## src/rtl/apb_ws_pkg.sv

```systemverilog
// Shared encodings and address checking for the timer APB slave front-end.
package apb_ws_pkg;
  localparam logic [1:0] ST_IDLE = 2'b00;
  localparam logic [1:0] ST_WAIT = 2'b01;
  localparam logic [1:0] ST_RESP = 2'b10;

  localparam logic APB_OKAY = 1'b0;
  localparam logic APB_ERR  = 1'b1;

  // Bad if misaligned for the bus width or past the last register.
  function automatic logic addr_err(input logic [31:0] addr, input logic [31:0] max,
                                    input int unsigned data_w = 32);
    logic mis;
    case (data_w)
      32:      mis = (addr[1:0] != 2'b00);
      16:      mis = addr[0];
      default: mis = 1'b0;
    endcase
    return mis | (addr > max);
  endfunction
endpackage

```

## src/rtl/apb_slave_ws_if.sv

```systemverilog
// APB4 completer-side bus bundle for the timer register file.
interface apb_slave_ws_if #(
  parameter int ADDR_W = 12,
  parameter int DATA_W = 32
);
  logic                  tim_psel;
  logic                  tim_penable;
  logic                  tim_pwrite;
  logic [ADDR_W-1:0]     tim_paddr;
  logic [DATA_W-1:0]     tim_pwdata;
  logic [DATA_W/8-1:0]   tim_pstrb;
  logic                  tim_pready;
  logic                  tim_pslverr;
  logic [DATA_W-1:0]     tim_prdata;

  modport master (
    output tim_psel, tim_penable, tim_pwrite, tim_paddr, tim_pwdata, tim_pstrb,
    input  tim_pready, tim_pslverr, tim_prdata
  );
  modport slave (
    input  tim_psel, tim_penable, tim_pwrite, tim_paddr, tim_pwdata, tim_pstrb,
    output tim_pready, tim_pslverr, tim_prdata
  );
endinterface

```

## src/rtl/apb_ws_counter.sv

```systemverilog
// Loadable wait-state down-counter; saturates at zero instead of wrapping.
module apb_ws_counter #(
  parameter int WAIT_CYC = 0
) (
  input  logic sys_clk,
  input  logic sys_rst_n,
  input  logic load,
  input  logic dec,
  output logic zero   // the pending decrement reaches zero: last wait cycle
);
  localparam int CW = (WAIT_CYC > 0) ? $clog2(WAIT_CYC + 1) : 1;

  logic [CW-1:0] cnt;

  always_ff @(posedge sys_clk or negedge sys_rst_n)
    if (!sys_rst_n)                cnt <= '0;
    else if (load)                 cnt <= CW'(WAIT_CYC);
    else if (dec && cnt != '0)     cnt <= cnt - CW'(1);

  assign zero = (cnt <= CW'(1));
endmodule

```

## src/rtl/apb_slave_ws.sv

```systemverilog
// APB4 slave front-end: wait states, byte strobes, address checks, abort on
// PSEL drop; turns each transfer into one registered register-file strobe.
module apb_slave_ws import apb_ws_pkg::*; #(
  parameter int              ADDR_W   = 12,
  parameter int              DATA_W   = 32,
  parameter int              WAIT_CYC = 0,
  parameter logic [ADDR_W-1:0] ADDR_MAX = 'h03C,
  parameter bit              ERR_EN   = 1'b1
) (
  input  logic                 sys_clk,
  input  logic                 sys_rst_n,
  apb_slave_ws_if.slave        apb,
  output logic                 wr_en,
  output logic                 rd_en,
  output logic [ADDR_W-1:0]    reg_addr,
  output logic [DATA_W-1:0]    reg_wdata,
  output logic [DATA_W/8-1:0]  reg_wstrb,
  input  logic [DATA_W-1:0]    reg_rdata
);
  logic [1:0] state, state_nxt;
  logic       done, wr_q, bad_q, pready_q, pslverr_q;
  logic       start, wait_last, wr_cur, bad_cur, into_resp;

  // done holds off a restart while the master keeps penable high after completion
  assign start     = (state == ST_IDLE) && apb.tim_psel && apb.tim_penable && !done;
  assign bad_cur   = start ? addr_err(32'(apb.tim_paddr), 32'(ADDR_MAX), DATA_W) : bad_q;
  assign wr_cur    = start ? apb.tim_pwrite : wr_q;
  assign into_resp = (state_nxt == ST_RESP);

  apb_ws_counter #(.WAIT_CYC(WAIT_CYC)) u_cnt (
    .sys_clk   (sys_clk),
    .sys_rst_n (sys_rst_n),
    .load      (start),
    .dec       (state == ST_WAIT),
    .zero      (wait_last)
  );

  always_comb begin
    state_nxt = state;
    case (state)
      ST_IDLE: if (start) state_nxt = (WAIT_CYC > 0) ? ST_WAIT : ST_RESP;
      ST_WAIT: if (!apb.tim_psel)  state_nxt = ST_IDLE;
               else if (wait_last) state_nxt = ST_RESP;
      default: state_nxt = ST_IDLE;
    endcase
  end

  // Response flags are registered on entry to RESP so they are clean Moore outputs.
  always_ff @(posedge sys_clk or negedge sys_rst_n)
    if (!sys_rst_n) begin
      state     <= ST_IDLE;
      done      <= 1'b0;
      wr_q      <= 1'b0;
      bad_q     <= 1'b0;
      pready_q  <= 1'b0;
      pslverr_q <= 1'b0;
      wr_en     <= 1'b0;
      rd_en     <= 1'b0;
      reg_addr  <= '0;
      reg_wdata <= '0;
      reg_wstrb <= '0;
    end else begin
      state     <= state_nxt;
      pready_q  <= into_resp;
      pslverr_q <= into_resp && bad_cur && ERR_EN;
      wr_en     <= into_resp && wr_cur && !bad_cur;
      rd_en     <= into_resp && !wr_cur && !bad_cur;
      if (state == ST_RESP)      done <= 1'b1;
      else if (!apb.tim_penable) done <= 1'b0;
      if (start) begin
        wr_q      <= apb.tim_pwrite;
        bad_q     <= bad_cur;
        reg_addr  <= apb.tim_paddr & ~ADDR_W'(3);
        reg_wdata <= apb.tim_pwdata;
        reg_wstrb <= apb.tim_pwrite ? apb.tim_pstrb : '0;
      end
    end

  assign apb.tim_pready  = pready_q;
  assign apb.tim_pslverr = pslverr_q ? APB_ERR : APB_OKAY;
  assign apb.tim_prdata  = rd_en ? reg_rdata : '0;
endmodule

```

## src/flat_wrapper.sv

```systemverilog
// flat-port wrapper written by rule: the top's interface ports become plain ports
module apb_slave_ws_flat import apb_ws_pkg::*;
#(
  parameter int              ADDR_W   = 12,
  parameter int              DATA_W   = 32,
  parameter int              WAIT_CYC = 0,
  parameter logic [ADDR_W-1:0] ADDR_MAX = 'h03C,
  parameter bit              ERR_EN   = 1'b1
)
  (sys_clk, sys_rst_n, wr_en, rd_en, reg_addr, reg_wdata, reg_wstrb, reg_rdata, apb_tim_psel, apb_tim_penable, apb_tim_pwrite, apb_tim_paddr, apb_tim_pwdata, apb_tim_pstrb, apb_tim_pready, apb_tim_pslverr, apb_tim_prdata);
  apb_slave_ws_if #(.ADDR_W(ADDR_W), .DATA_W(DATA_W)) apb_i ();
  input  logic sys_clk;
  input  logic sys_rst_n;
  output logic wr_en;
  output logic rd_en;
  output logic [ADDR_W-1:0] reg_addr;
  output logic [DATA_W-1:0] reg_wdata;
  output logic [DATA_W/8-1:0] reg_wstrb;
  input  logic [DATA_W-1:0] reg_rdata;
  input wire logic [$bits(apb_i.tim_psel)-1:0] apb_tim_psel;
  input wire logic [$bits(apb_i.tim_penable)-1:0] apb_tim_penable;
  input wire logic [$bits(apb_i.tim_pwrite)-1:0] apb_tim_pwrite;
  input wire logic [$bits(apb_i.tim_paddr)-1:0] apb_tim_paddr;
  input wire logic [$bits(apb_i.tim_pwdata)-1:0] apb_tim_pwdata;
  input wire logic [$bits(apb_i.tim_pstrb)-1:0] apb_tim_pstrb;
  output wire logic [$bits(apb_i.tim_pready)-1:0] apb_tim_pready;
  output wire logic [$bits(apb_i.tim_pslverr)-1:0] apb_tim_pslverr;
  output wire logic [$bits(apb_i.tim_prdata)-1:0] apb_tim_prdata;
  assign apb_i.tim_psel = apb_tim_psel;
  assign apb_i.tim_penable = apb_tim_penable;
  assign apb_i.tim_pwrite = apb_tim_pwrite;
  assign apb_i.tim_paddr = apb_tim_paddr;
  assign apb_i.tim_pwdata = apb_tim_pwdata;
  assign apb_i.tim_pstrb = apb_tim_pstrb;
  assign apb_tim_pready = apb_i.tim_pready;
  assign apb_tim_pslverr = apb_i.tim_pslverr;
  assign apb_tim_prdata = apb_i.tim_prdata;
  apb_slave_ws #(.ADDR_W(ADDR_W), .DATA_W(DATA_W), .WAIT_CYC(WAIT_CYC), .ADDR_MAX(ADDR_MAX), .ERR_EN(ERR_EN)) u_core (.sys_clk(sys_clk), .sys_rst_n(sys_rst_n), .apb(apb_i), .wr_en(wr_en), .rd_en(rd_en), .reg_addr(reg_addr), .reg_wdata(reg_wdata), .reg_wstrb(reg_wstrb), .reg_rdata(reg_rdata));
endmodule
```

## config.mk

```make
export PLATFORM = sky130hd
export DESIGN_NAME = apb_slave_ws_flat
export DESIGN_NICKNAME = d
export VERILOG_FILES = /design/src/rtl/apb_ws_pkg.sv /design/src/rtl/apb_slave_ws_if.sv /design/src/rtl/apb_ws_counter.sv /design/src/rtl/apb_slave_ws.sv /design/src/flat_wrapper.sv
export SDC_FILE = /design/constraint.sdc
export NUM_CORES = 1
export LEC_CHECK = 0
export CORE_UTILIZATION = 38
export DETAILED_ROUTE_END_ITERATION = 8
export PLACE_DENSITY = 0.85
export RECOVER_POWER = 100
export SYNTH_ARGS = -nofsm -noshare
export SYNTH_HDL_FRONTEND = slang
export SYNTH_SLANG_ARGS = --single-unit
```

## constraint.sdc

```tcl
create_clock -name sys_clk -period 3.5 [get_ports sys_clk]
set_clock_uncertainty 0.2 [all_clocks]
set_input_delay 0.525 -clock sys_clk [delete_from_list [all_inputs] [get_ports sys_clk]]
set_output_delay 0.525 -clock sys_clk [all_outputs]
set_load 0.02 [all_outputs]
```

==> out/results.tsv <==
metric	value	unit
clock_latency	0.29	ns
pwr-share-clk	17.5	%
slew_viol_final	0	
clock-root-buffer	clkbuf_8	
port_buffers	166	
finalWeightedCongestion	0.836	
busiest_layer	met2	
vias	1961	
synth_top_area_share	55.3	%
power_per_cell_area	471	nW/um^2
firstDrtPassIters	4	
htree_levels	2	
wl_per_cell	15.0	um
synth_top_area_cell	dfrtp_1	
ys_warn_count	0	
die_w	82.9	um
clk_pin_slew	0.09	ns
drt.antenna.violating_nets	0	
status	finished clean	
crit_fanout	38	
p_leak	1.86	nW
antenna-diode-count	0	
grt_pass1_vias	2039	
grt_use_met1	20.6	%
grt_antenna_before_repair	0	
finalCritPeriodShare	78.0	%
drc	0	
hold_buffers	0	
synth_area_leaders	dfrtp_1, mux2_4, mux2_2	
syn_inst	175	
coreArea	6350	sq um
nets	427	
place_area	4170	sq um
grt_pass1_wl	10100	um
utilization	65.2	%
finalPower	1.95	mW
fin_cells	419	
slowest_delay	0.78	ns
startpoint_type	input pin	
seq_area_frac_synth	55.3	%
critPathSlowestCell	clkbuf_2	
cts_buffers	5	
cts-resized-gates	0	
drv_cap	0	
dp_hpwl	5090	um
ir_worst_vdd	0.331	mV
setup_viol	0	
met2_usage	34.2	%
drt_iter0_drc	43	
cts_sinks	55	
syn2layout_area_growth	66.2	%
crit_arrival	2.71	ns
synth_area_per_cell	14.2	sq um
rsz0062_at_grt	no	
cp_cell_sequence	dlygate4sd3_1, nand2b_1, nor3_1, clkbuf_2, mux2_2	
p_seq_share	44.7	%
die_h	82.9	um
dp_cells	412	
drt_wl_total	6310	um
path_delay_family	buffers and inverters	
endpoint_kind	flip-flop	
final_hold_viol_count	0	
tightestPinTransition	1.41	ns
p_int	1.33	mW
critPathKind	in -> reg	
setup_tns	0	ns
fin_area	4140	sq um
min_path_type	reg -> reg	
overflow	0	
cts_setup_buffers	0	
grt_util_all_layers	18.3	%
power_frac_comb	37.9	%
slew_headroom	5.78	%
pin_count	169	
drive_gt1_share	8.48	%
start_util	39.2	%
cts_tree	built	
synthesis.area	2490	sq um
dieArea	6880	sq um
avgViaCountPerCell	4.68	
row_count	29	
critPathRequiredTime	3.48	ns
use_met3	4.47	%
path_buf_inv	2	
max_freq	366	MHz
synth_seq_cells	55	
clock_path_buffers	2	
synth_cell_type_count	28	
finalCriticalPeriod	2.73	ns
switching_share	31.7	%
grt_max_degree	39	
switchingPower	0.618	mW
-- cell usage in the layout (no fill, tap or decap) --
| cell type | synthesis | final |
|---|---|---|
| a21oi_1 | 5 | 5 |
| a22o_1 | 1 | 1 |
| and2_1 | 32 | 32 |
| clkbuf_1 | 3 | 1 |
| clkbuf_2 | 0 | 2 |
| clkbuf_8 | 0 | 6 |
| clkdlybuf4s50_1 | 0 | 82 |
| clkinv_2 | 0 | 1 |
| conb_1 | 1 | 3 |
| dfrtp_1 | 55 | 55 |
| dlygate4sd3_1 | 0 | 83 |
| inv_1 | 5 | 5 |
| mux2_1 | 0 | 24 |
| mux2_2 | 19 | 19 |
| mux2i_1 | 4 | 4 |
| nand2_1 | 4 | 5 |
| nand2b_1 | 1 | 2 |
| nand2b_4 | 2 | 1 |
| nand4_1 | 1 | 1 |
| nor2b_1 | 1 | 1 |
| nor3_1 | 0 | 1 |
| nor3b_1 | 0 | 1 |
| nor4_1 | 2 | 2 |
| nor4bb_1 | 1 | 1 |
| o211a_1 | 1 | 1 |
| o21a_1 | 1 | 1 |
| o31a_1 | 1 | 1 |
| or3_1 | 1 | 1 |
-- per-layer routing --
layer | share of wire [%] | wire length, um | vias up
met5 | 0 | 0 | -
met4 | 1.4 | 87 | 0
met3 | 7.0 | 444 | 8
met2 | 54 | 3420 | 103
met1 | 37 | 2350 | 933
li1 | - | - | 917
-- state kept, by name, summed over array words and instances, names as in the netlist, 2 cells and up --
signal / flops
u_core.reg_addr: 10
u_core.reg_wdata: 32
u_core.state: 2
u_core.reg_wstrb: 4
-- cell families (layout without fill, tap and decap cells) --
group / Yosys count / count (layout) / share of synthesized area (%)
flip-flops: 55 / 55 / 55.3
AND/OR/NAND/NOR: 48 / 48 / 13.1
multiplexers: 47 / 47 / 24.7
buffers and inverters: 15 / 180 / 4.42
AO/OA/AOI/OAI: 9 / 9 / 2.41
other: 1 / 3 / 0.151
-- Yosys cell counts (all sizes together) --
library cell,n
nand4,1
dfrtp,55
or3,1
clkbuf,3
o31a,1
nor4bb,1
nor3b,1
and2,32
nand2,5
nor4,2
conb,1
nor3,1
mux2i,4
a22o,1
buf,7
o21a,1
nor2b,1
inv,5
o211a,1
mux2,43
a21oi,5
nand2b,3
-- worst register-to-register path, cell delays in order, from the launching register on --
cell and delay, ns:
dfrtp_1 0.43, nand2b_1 0.22, nor3_1 0.21, clkbuf_2 0.78, mux2_2 0.44
-- metrics by stage --
stage	worst slack, ns	hold slack [ns]
finish	0.769	0.288
global route	0.643	0.322
CTS	0.772	0.0421
detailed placement	0.920	0.294
global placement	1.00	0.290
floorplan	1.82	0.0294
-- worst paths after layout --
check	from	endpoint	slack [ns]	depth (start not counted)
min in group asynchronous	sys_rst_n	u_core.reg_wdata[4]	0.34	1
max	apb_tim_penable	u_core.reg_wdata[20]	0.77	5
max in group asynchronous	sys_rst_n	u_core.pslverr_q	1.36	2
min	u_core.reg_wdata[12]	u_core.reg_wdata[12]	0.29	1
max reg2reg	u_core.done	u_core.reg_wdata[20]	1.10	4
min reg2reg	u_core.reg_wdata[12]	u_core.reg_wdata[12]	0.29	1
-- cell type report --
type | count | area (sq um)
Clock buffer | 6 | 82.6
Clock inverter | 1 | 5.00
Fill cell | 514 | 2210
Inverter | 5 | 18.8
Multi-Input combinational cell | 107 | 895
Sequential cell | 55 | 1380
Tap cell | 77 | 96.3
Timing Repair Buffer | 168 | 1670
-- power groups by stage --
stage	Clock (mW)	Sequential, mW	Combinational, mW
after global routing	0.382	0.896	0.778
after detailed placement	0	0.897	0.869
after global placement	0	0.889	0.850
after CTS	0.363	0.887	0.872
after floorplan	0	1.08	0.221
final	0.341	0.871	0.738
Power figures use the tool's default switching activity.
